===== src/rtl/burst_prod.sv =====
// burst_prod: ready/valid burst traffic producer with LFSR-drawn burst lengths and pauses.
// Define PROD_STATS_EN to build the completed-burst counter; otherwise burst_cnt is tied to 0.
module burst_prod #(
    parameter int          DATA_W    = 8,
    parameter int          MIN_BURST = 3,
    parameter int          MAX_BURST = 5,
    parameter int          MIN_PAUSE = 1,
    parameter int          MAX_PAUSE = 4,
    parameter logic [15:0] SEED      = 16'hACE1
) (
    input  logic              clk,
    input  logic              rst,
    input  logic              en,
    input  logic              mode,
    input  logic              rdy,
    output logic              val,
    output logic [DATA_W-1:0] data,
    output logic              last,
    output logic [15:0]       burst_cnt
);
    localparam logic [15:0] SEED_EFF = (SEED == 16'h0) ? 16'h0001 : SEED;
    localparam int BR = MAX_BURST - MIN_BURST + 1;
    localparam int PR = MAX_PAUSE - MIN_PAUSE + 1;

    typedef enum logic [1:0] {IDLE, BURST, PAUSE} state_t;

    state_t            state;
    logic [15:0]       lfsr, lfsr_nx;
    logic [7:0]        len_d, pause_d, beats_left, pcnt;
    logic [DATA_W-1:0] inc;
    logic              mode_q, start, acc;

    assign lfsr_nx = lfsr[0] ? ((lfsr >> 1) ^ 16'hB400) : (lfsr >> 1);
    assign len_d   = 8'(MIN_BURST + int'(lfsr[7:0]) % BR);
    assign pause_d = 8'(MIN_PAUSE + int'(lfsr[15:8]) % PR);
    // a burst may begin from IDLE or on the final pause cycle
    assign start   = en && (state == IDLE || (state == PAUSE && pcnt == 8'd1));
    assign acc     = state == BURST && val && rdy;

    always_ff @(posedge clk or posedge rst) begin
        if (rst) begin
            state      <= IDLE;
            lfsr       <= SEED_EFF;
            val        <= 1'b0;
            data       <= '0;
            last       <= 1'b0;
            beats_left <= '0;
            pcnt       <= '0;
            inc        <= '0;
            mode_q     <= 1'b0;
        end else begin
            lfsr <= lfsr_nx;
            if (acc && mode_q) inc <= inc + 1'b1;
            if (start) begin
                state      <= BURST;
                val        <= 1'b1;
                last       <= len_d == 8'd1;
                beats_left <= len_d;
                mode_q     <= mode;
                data       <= mode ? inc : lfsr[DATA_W-1:0];
            end else if (acc && last) begin
                state <= PAUSE;
                val   <= 1'b0;
                last  <= 1'b0;
                pcnt  <= pause_d;
            end else if (acc) begin
                beats_left <= beats_left - 8'd1;
                last       <= beats_left == 8'd2;
                data       <= mode_q ? inc + 1'b1 : lfsr[DATA_W-1:0];
            end else if (state == PAUSE) begin
                if (pcnt == 8'd1) state <= IDLE;
                else pcnt <= pcnt - 8'd1;
            end
        end
    end

`ifdef PROD_STATS_EN
    always_ff @(posedge clk or posedge rst) begin
        if (rst) burst_cnt <= '0;
        else if (acc && last) burst_cnt <= burst_cnt + 16'd1;
    end
`else
    assign burst_cnt = '0;
`endif

endmodule


===== config.mk =====
export PLATFORM = sky130hd
export DESIGN_NAME = burst_prod
export DESIGN_NICKNAME = d
export VERILOG_FILES = /design/src/rtl/burst_prod.sv
export SDC_FILE = /design/constraint.sdc
export NUM_CORES = 1
export LEC_CHECK = 0
export ABC_CLOCK_PERIOD_IN_PS = 7100
export BUFFER_PORTS_ARGS = -buffer_cell sky130_fd_sc_hd__buf_2
export CAP_MARGIN = 0
export CORE_AREA = 2 2 95 97
export DETAILED_ROUTE_END_ITERATION = 7
export DIE_AREA = 0 0 97 99
export PLACE_DENSITY = 0.67
export SLEW_MARGIN = 20
export SYNTH_ARGS = -nofsm -noshare
export SYNTH_HDL_FRONTEND = slang
export SYNTH_SLANG_ARGS = --single-unit

===== constraint.sdc =====
create_clock -name clk -period 7.1 [get_ports clk]
set_input_delay 1.775 -clock clk [delete_from_list [all_inputs] [get_ports clk]]
set_output_delay 1.775 -clock clk [all_outputs]
set_load 0.02 [all_outputs]

==> results_dict.tcl <==
set metrics [dict create \
    end_kind "flip-flop" \
    synthMuxAreaShare_pct 3.109 \
    critical_path_depth 22 \
    worst-r2r-cell-count 22 \
    grt_pass1_wl_mm 15.08 \
    status "finished, final reports clean" \
    synth_compound_area_share_pct 24.51 \
    antenna_left 0 \
    fmax_ghz 0.1575 \
    hpwlAfterDp_mm 6.465 \
    synth_cell_types 88 \
    grt_max_degree 54 \
    synth_area_um2 4145 \
    cp.arrival_ps 6580 \
    min_period_over_period_pct 89.44 \
    worstSetupPathType "reg -> reg" \
    yosys.area_share.simple_pct 22.52 \
    rsz0062_at_grt "false" \
    hold_depth 0 \
    maxSlewViolCount 0 \
    yosysMostFrequentCell "nand2_1" \
    areaGrowthSynthToFinish_pct 2.898 \
    holdWs_ps 358.9 \
    grt_busiest_layer "met2" \
    synth-xor-area-share_pct 7.214 \
    yosys_warnings 0 \
    vdd_drop_max_uv 74.61 \
    setup_violations 0 \
    cts_buffers 5 \
    rows 34 \
    drc 0 \
    synthTopCellsByArea "dfrtp_1 27%, dfstp_2 5.1%, nand2_1 4.8%" \
    htreeDepth 2 \
    post_cts_resize_count 0 \
    hold_viol_final 0 \
    yosys.area_share.adder_pct 3.018 \
    syn-instance-count 489 \
    layout.nets 498 \
    drtPass1Iterations 5 \
    cts_hold_buf 0 \
    synth_top_area_share_pct 27.17 \
    p_leak_nw 1.815 \
    slowest_stage "dfstp_2" \
    die_h_um 99 \
    crit_fanout 22 \
    via_count 3414 \
    skew_ps 13.75 \
    p_per_area_nw_per_um2 116.5 \
    totalWireLength_mm 8.828 \
    startpoint_type "flip-flop" \
    cts.clk_slew.worst_paths_ps 90 \
    cts_tree "built" \
    grt_pass1_vias 3245 \
    routed_via_density 5.767 \
    tightest_slew_ps 935.6 \
    cp_common_cell "ha_1" \
    worstPathCellList "ha_1 -> inv_1 -> a311o_1 -> a41o_1 -> a211oi_2 -> a21boi_2 -> ha_1 -> a221oi_2 -> o211a_2 -> nand2_1 -> a21oi_1 -> ha_1 -> a21oi_1 -> and2_1 -> mux2i_1 -> ha_1 -> inv_1 -> o211ai_1 -> xnor2_1 -> mux2_4 -> or4b_1 -> o22ai_1" \
    n_antenna_cell 0 \
    dieArea_um2 9603 \
    cts_sinks 53 \
    core_area_um2 8551 \
    grt.met3_usage_pct 2.057 \
    cp_num_buf_inv 2 \
    finalSetupTns_ps 0 \
    max_stage_delay_ps 790 \
    wire_per_inst_um 14.91 \
    yosys.area.top_type "dfrtp_1" \
    cts-root-buf "clkbuf_8" \
    overflow 0 \
    ys_top_cells_by_count "53 x nand2_1, 47 x nor2_1, 45 x dfrtp_1" \
    postSynthAreaPerCell_um2 8.477 \
    drt_iter0_drc 210 \
    synth_top_family_by_area "compound AO/OA/AOI/OAI gates" \
    synth_edf_count 0 \
    required_ps 7330 \
    io-pin-count 31 \
    drv_cap 0 \
    crit_family "compound AO/OA/AOI/OAI gates" \
    port_buffers 14 \
    initial_core_util_pct 48.48 \
    grt.total_usage_pct 18.59 \
    die_w_um 97 \
    gr-usage-met1_pct 24.23 \
    layout-drive-gt1-share_pct 13.64 \
    synthArstFlopShare_pct 100.0 \
    antenna_found_initial 0 \
    slew-limit-headroom_pct 36.01 \
    gr-usage-met2_pct 32.16 \
    ys.flop_type "dfrtp_1" \
    synth_seq_cells 53 \
    hp-class "reg -> reg" \
    gp_congestion 0.9323 \
    cts_setup_buffers 0 \
    insertion_delay_ps 310 \
    layout_min_cycle_time_ps 6350 \
    clockBufferDepth 2 \
    synth-seq-area-share_pct 32.24 \
]
-- registers in the layout, indices dropped and copies added (netlist names), 2 cells and up --
register and flops:
lfsr 16, state 2, inc 8, data 8, pcnt 8, beats_left 8
-- power by group --
group          switching, mW  leakage, nW  internal [mW]  total, mW
sequential                 0        0.681          0.302      0.302
combinational         0.0143         1.08        0.00148     0.0158
clock                 0.0999       0.0512         0.0792      0.179
-- kinds of logic (layout without fill, tap and decap cells) --
family / Yosys count / count (layout)
multiplexers: 12 / 12
XOR/XNOR: 32 / 32
other: 1 / 16
AND/OR/NAND/NOR: 181 / 181
flip-flops: 53 / 53
buffers and inverters: 57 / 37
adder cells (fa/ha/maj): 10 / 10
AO/OA/AOI/OAI: 143 / 143
-- cell type report --
class	count	area [um2]
clock inverters	2	13.76
flip-flops and latches	53	1336
clock buffers	6	82.58
repair buffers	16	85.08
well taps	108	135.1
fillers	787	4285
multi-input cells	394	2562
inverters	13	50.05
-- layer usage --
| metal | part of all wire (%) | wire length (um) |
|---|---|---|
| met1 | 46 | 4090 |
| met2 | 49 | 4288 |
| met3 | 3.3 | 295 |
| met4 | 1.8 | 155 |
| met5 | 0 | 0 |
-- worst paths after layout --
path,startpoint,endpoint,slack [ps]
setup / recovery,lfsr[7],last,750
hold / removal,lfsr[12],lfsr[11],360
setup reg to reg,lfsr[7],last,750
hold reg to reg,lfsr[12],lfsr[11],360
max in group asynchronous,rst,lfsr[1],4960
min in group asynchronous,rst,data[2],1610
-- placed cells by master, fill, tap and decap left out, drive strengths merged, types with 6 or more instances in the layout --
cell,netlist,routed
nand2b,6,6
nand3,12,12
nand2,53,53
xor2,15,15
inv,13,12
clkbuf,16,6
dfrtp,45,45
xnor2,17,17
nor4,6,6
a211oi,7,7
conb,1,16
o21ai,37,37
a21oi,35,35
nor3,11,11
dfstp,8,8
ha,10,10
buf,28,16
mux2i,8,8
a31oi,10,10
nor2,47,47
-- per-stage QoR --
| step | cells | util (%) | setup slack, ps | area [um2] | power (mW) |
|---|---|---|---|---|---|
| final | 592 | 49.88 | 749.8 | 4265 | 0.4968 |
| after global routing | 592 | 49.88 | 302.6 | 4265 | 0.5135 |
| after CTS | 592 | 49.87 | 861.4 | 4264 | 0.5021 |
| after detailed placement | 584 | 48.74 | 865.2 | 4168 | 0.3238 |
| after global placement | 584 | 48.74 | 1107 | 4168 | 0.3236 |
| after floorplan | 504 | - | 1170 | 4202 | 0.3276 |
No activity file was read; power rests on OpenSTA's default activity.
